File: src/rtl/axis_depacketizer.sv
// rtl/axis_depacketizer.sv - fixed-length packet receiver: truncates long packets, flags short ones
// Forwards exactly the configured number of words per packet with a regenerated tlast.
module axis_depacketizer #(
   parameter int CNTR_WIDTH       = 32,
   parameter int AXIS_TDATA_WIDTH = 32,
   parameter int STS_WIDTH        = 32
) (
   input  logic                        aclk,
   input  logic                        aresetn,
   input  logic [CNTR_WIDTH-1:0]       cfg_data,
   output logic [STS_WIDTH-1:0]        sts_good,
   output logic [STS_WIDTH-1:0]        sts_short,
   output logic [STS_WIDTH-1:0]        sts_long,
   input  logic [AXIS_TDATA_WIDTH-1:0] s_axis_tdata,
   input  logic                        s_axis_tvalid,
   output logic                        s_axis_tready,
   input  logic                        s_axis_tlast,
   output logic [AXIS_TDATA_WIDTH-1:0] m_axis_tdata,
   output logic                        m_axis_tvalid,
   input  logic                        m_axis_tready,
   output logic                        m_axis_tlast
);

   typedef enum logic {PASS, DROP} state_t;

   state_t                      state_q, state_d;
   logic [CNTR_WIDTH-1:0]       cnt_q, cnt_d;
   logic [CNTR_WIDTH-1:0]       len_q, len_d;
   logic [AXIS_TDATA_WIDTH-1:0] tdata_q, tdata_d;
   logic                        tvalid_q, tvalid_d;
   logic                        tlast_q, tlast_d;
   logic [STS_WIDTH-1:0]        good_q, good_d;
   logic [STS_WIDTH-1:0]        short_q, short_d;
   logic [STS_WIDTH-1:0]        long_q, long_d;

   logic                  s_ready;
   logic                  in_beat;
   logic                  first_beat;
   logic [CNTR_WIDTH-1:0] cur_len;
   logic [CNTR_WIDTH-1:0] word_idx;
   logic                  fwd;
   logic                  fwd_last;

   // The length in force is cfg_data on the first beat and the latched copy afterwards.
   assign s_ready    = (state_q == DROP) | ~tvalid_q | m_axis_tready;
   assign in_beat    = s_axis_tvalid & s_ready;
   assign first_beat = (cnt_q == '0);
   assign cur_len    = first_beat ? cfg_data : len_q;
   assign word_idx   = cnt_q + 1'b1;

   always_comb begin
      state_d  = state_q;
      cnt_d    = cnt_q;
      len_d    = len_q;
      tdata_d  = tdata_q;
      tvalid_d = tvalid_q;
      tlast_d  = tlast_q;
      good_d   = good_q;
      short_d  = short_q;
      long_d   = long_q;
      fwd      = 1'b0;
      fwd_last = 1'b0;

      if (tvalid_q && m_axis_tready) begin
         tvalid_d = 1'b0;
      end

      if (in_beat) begin
         case (state_q)
            PASS: begin
               if (first_beat) begin
                  len_d = cfg_data;
               end
               if (cur_len == '0) begin
                  long_d = long_q + 1'b1;
                  if (!s_axis_tlast) begin
                     state_d = DROP;
                  end
               end else if (word_idx == cur_len) begin
                  fwd      = 1'b1;
                  fwd_last = 1'b1;
                  cnt_d    = '0;
                  if (s_axis_tlast) begin
                     good_d = good_q + 1'b1;
                  end else begin
                     long_d  = long_q + 1'b1;
                     state_d = DROP;
                  end
               end else begin
                  fwd = 1'b1;
                  if (s_axis_tlast) begin
                     fwd_last = 1'b1;
                     short_d  = short_q + 1'b1;
                     cnt_d    = '0;
                  end else begin
                     cnt_d = cnt_q + 1'b1;
                  end
               end
            end
            DROP: begin
               if (s_axis_tlast) begin
                  state_d = PASS;
               end
            end
            default: state_d = PASS;
         endcase
      end

      if (fwd) begin
         tdata_d  = s_axis_tdata;
         tlast_d  = fwd_last;
         tvalid_d = 1'b1;
      end
   end

   always_ff @(posedge aclk) begin
      if (!aresetn) begin
         state_q  <= PASS;
         cnt_q    <= '0;
         len_q    <= '0;
         tdata_q  <= '0;
         tvalid_q <= 1'b0;
         tlast_q  <= 1'b0;
         good_q   <= '0;
         short_q  <= '0;
         long_q   <= '0;
      end else begin
         state_q  <= state_d;
         cnt_q    <= cnt_d;
         len_q    <= len_d;
         tdata_q  <= tdata_d;
         tvalid_q <= tvalid_d;
         tlast_q  <= tlast_d;
         good_q   <= good_d;
         short_q  <= short_d;
         long_q   <= long_d;
      end
   end

   assign s_axis_tready = s_ready;
   assign m_axis_tdata  = tdata_q;
   assign m_axis_tvalid = tvalid_q;
   assign m_axis_tlast  = tlast_q;
   assign sts_good      = good_q;
   assign sts_short     = short_q;
   assign sts_long      = long_q;

endmodule

File: config.mk
export PLATFORM = sky130hd
export DESIGN_NAME = axis_depacketizer
export DESIGN_NICKNAME = d
export VERILOG_FILES = /design/src/rtl/axis_depacketizer.sv
export SDC_FILE = /design/constraint.sdc
export NUM_CORES = 1
export LEC_CHECK = 0
export CAP_MARGIN = 20
export CORE_AREA = 2 2 127 178
export CTS_CLUSTER_SIZE = 28
export DETAILED_ROUTE_END_ITERATION = 16
export DIE_AREA = 0 0 129 180
export PLACE_DENSITY = 0.73
export SETUP_SLACK_MARGIN = 0.1
export SLEW_MARGIN = 15
export SYNTH_ARGS = -nofsm -noshare
export SYNTH_HDL_FRONTEND = slang
export SYNTH_SLANG_ARGS = --single-unit
File: constraint.sdc
create_clock -name aclk -period 3.8 [get_ports aclk]
set_input_delay 0.57 -clock aclk [delete_from_list [all_inputs] [get_ports aclk]]
set_output_delay 0.57 -clock aclk [all_outputs]
set_load 0.02 [all_outputs]
==> impl_metrics.yaml <==
outcome:
  outcome: "finished, final reports clean"
yosys:
  synthCells: 1292
  async_flop_share: 0
  syn_area_per_cell_um2: 7.730
  netlist_area_um2: 9987
  ys.warnings.count: 0
  synth_edf_count: 0
  seq_area_frac_synth: 0.3909
  synth_area_leader_cell: "dfxtp_1"
  synthFlopType: "dfxtp_1"
  synthDistinctLibCells: 60
  synth-seq-cells: 195
  syn-num-nets: 1366
  synth_top_area_share: 0.3909
  ys_top_cells_by_area: "dfxtp_1 39%, a21oi_1 7.2%, nand2_1 7.1%"
route:
  viasPerCell: 5.794
  finalWirelength_um: 32000
  m1WireLength_um: 12560
  dr.pass1.iters: 5
  met3_length_um: 1940
  avgRoutedWirePerCell_um: 17.44
  via_count: 10630
  wl_met2_um: 16270
  drc_errors: 0
  ant_nets: 0
  dr.first_iter.drc_count: 641
  routed.top_layer: "met4"
job:
  maxCapViolCount: 0
pwr:
  p_leak_nw: 4.961
  p_per_area_nw_per_um2: 345.7
  ir_worst_vdd_v: 0.0003264
worst_setup_path:
  r2r_slack_ns: 0.15
  reg2regPathDepth: 18
  critPathLaunchType: "flip-flop"
  cp_max_fo: 11
  crit_chain: "inv_2, ha_4, nor4b_4, and4_4, buf_4, nand2_2, o311ai_1, xor2_1, nand3_1, nor4_4, buf_4, buf_6, nand4_1, buf_6, clkbuf_16, nor3_2, xnor2_1, nor2_1"
  reg2reg_to: "sts_good[17]"
  path_class: "reg -> reg"
  crit_start: "cnt_q[0]"
  max_stage_delay_ns: 0.37
  crit_required_ns: 4.10
  endpoint_kind: "flip-flop"
  arrival_ns: 3.95
  crit_end: "sts_good[17]"
  reg2reg_from: "cnt_q[0]"
  crit_slowest_cell: "o311ai_1"
floorplanning:
  dieArea_um2: 23220
  design.core.area_um2: 21700
  die_w_um: 129
  die_h_um: 180
  rows: 64
  start_util: 0.4602
  io_pins: 200
worst_hold_path:
  hp-class: "reg -> reg"
layout:
  regArea_um2: 3928
  layout-drive-gt1-share: 0.1378
  area_delta_synth_final_pct: 40.08
  antenna_cells: 0
  multi_input_area_um2: 6002
  final_nets: 1599
  final_core_util: 0.6447
  fillCellCount: 1856
placement:
  io_buffer_count: 199
  gp_congestion: 0.9018
  dp_hpwl_um: 22060
global_route:
  grt_overflow_total: 0
  track_usage: 0.2613
  grt_max_degree: 91
  grt_pass1_wl_um: 49770
  grt_pass1_vias: 9925
  antenna_found_initial: 0
timing:
  slew_viol_final: 0
  fin_crit_ns: 3.647
  setup_violations: 0
  skew_ns: 0.01178
  setup_tns_ns: 0
  final-hold-violation-count: 0
  slew_headroom: 0.5337
  tightestPinTransition_ns: 0.6975
  rsz0062_at_grt: "yes"
  fin_crit_sh: 0.9596
  clock.fmax_mhz: 274.2
clock_tree:
  clock_latency_ns: 0.44
  cts_root_buf: "clkbuf_16"
  clk_pin_slew_ns: 0.07
  cts_made_buffers: 17
  cts_tree: "done"
  cts.sinks: 195
  htreeDepth: 4
  clock_path_buffers: 2
power breakdown:
part | internal, mW | switching, mW | total, mW
Combinational | 0.261 | 0.313 | 0.574
Sequential | 2.09 | 0.0377 | 2.13
Clock | 1.32 | 0.811 | 2.13
Total | 3.68 | 1.16 | 4.84
metrics by stage:
step	worst slack [ns]	total power, mW	area [µm²]	cells	hold WS (ns)
after floorplan	0.2156	2.450	9987	1292	0.4454
final	0.1534	4.837	13990	1835	0.4544
after detailed placement	-0.1707	2.695	12690	1785	0.4457
after CTS	0.07234	4.826	13490	1819	0.4572
after global routing	-0.1609	4.987	13990	1835	0.4773
after global placement	-0.05041	2.687	12690	1785	0.4413
per-layer routing:
metal | vias up | global-route usage
met5 | - | 0
met2 | 411 | 0.4521
met1 | 5015 | 0.3055
li1 | 5115 | -
met3 | 91 | 0.05476
met4 | 0 | 0.1204
area by class of cell:
type                       count  share of cell area
clock buffer                  20             0.03193
clock inverter                12             0.01807
inverter                      27            0.007423
multi-input combinational    987              0.4290
sequential                   195              0.2807
tap                          297             0.02656
timing repair buffer         297              0.2062
cells in the mapped netlist, types with 2 or more instances:
master,number
or2_2,4
o21a_1,4
o311ai_0,5
dfxtp_1,195
a2bb2oi_1,4
xor2_1,25
inv_1,26
o31ai_1,27
mux2i_1,9
nand4_1,48
buf_2,10
or3_1,37
o41ai_1,4
ha_1,5
nor4_1,42
nand2_1,189
xnor2_1,44
a31oi_1,2
a21boi_0,5
a22oi_1,5
and2_1,13
buf_1,2
nor3b_1,3
nor4b_1,4
o21ai_0,72
a31o_2,3
a21oi_1,144
o211ai_1,2
nand2b_1,12
nand3_1,73
and4_1,6
mux2_2,3
a21o_1,2
nor3_1,23
nor2_1,65
nor2b_1,12
and3_1,47
nand3b_1,5
buf_4,3
o311ai_1,4
or4_1,18
clkbuf_1,68
repair_timing:
| item | 4_1_cts | 5_1_grt |
|---|---|---|
| gates resized for setup | 18 | 73 |
| cloned | 1 | 6 |
| buffers inserted | 1 | 10 |
| pin swaps | 3 | 24 |
| setup endpoints to repair | 81 | 123 |
| hold buffers | 0 | 0 |
worst min-delay path by stage:
stage,from,to,slack [ns],depth (start not counted)
floorplan,len_q[1],len_q[1],0.45,2
global placement,m_axis_tdata[1],m_axis_tdata[1],0.44,2
detailed placement,m_axis_tdata[22],m_axis_tdata[22],0.45,2
CTS,m_axis_tdata[24],m_axis_tdata[24],0.46,2
global route,m_axis_tdata[26],m_axis_tdata[26],0.48,2
finish,m_axis_tdata[24],m_axis_tdata[24],0.45,2
cell families (layout without fill, tap and decap cells):
kind of cell | after synthesis | in the layout | share of synthesized area
buffers and inverters | 112 | 356 | 0.04535
adder cells (fa/ha/maj) | 5 | 5 | 0.006264
AND/OR/NAND/NOR | 609 | 611 | 0.3163
multiplexers | 12 | 12 | 0.01240
XOR/XNOR | 70 | 70 | 0.06214
AO/OA/AOI/OAI | 289 | 289 | 0.1666
flip-flops | 195 | 195 | 0.3909
layout by cell type, fill, tap and decap left out, types with 22 or more instances in the layout:
cell and instances:
and3_1 45, xnor2_1 43, nor2_1 63, nand2_1 187
nand4_1 48, o21ai_0 66, inv_1 24, dfxtp_1 182
a21oi_1 140, clkdlybuf4s50_1 199, buf_4 86, or3_1 36
o31ai_1 27, nor4_1 30, clkbuf_16 22, nand3_1 73
xor2_1 25
registers in the layout (all words and copies together) (netlist names):
signal         count
state_q            1
m_axis_tlast       1
len_q             32
m_axis_tdata      32
sts_good          32
cnt_q             32
sts_long          32
m_axis_tvalid      1
sts_short         32
critical path, delay by kind of cell, from the launching register on:
kind	cells	cell delay [ns]
buffers and inverters	6	0.85
and+or+nand+nor	8	1.39
AOI/OAI and AO/OA	1	0.37
adders and majority gates	1	0.13
xor gates and xnor gates	2	0.41
DFF	1	0.34
No activity file was read; power rests on OpenSTA's default activity.
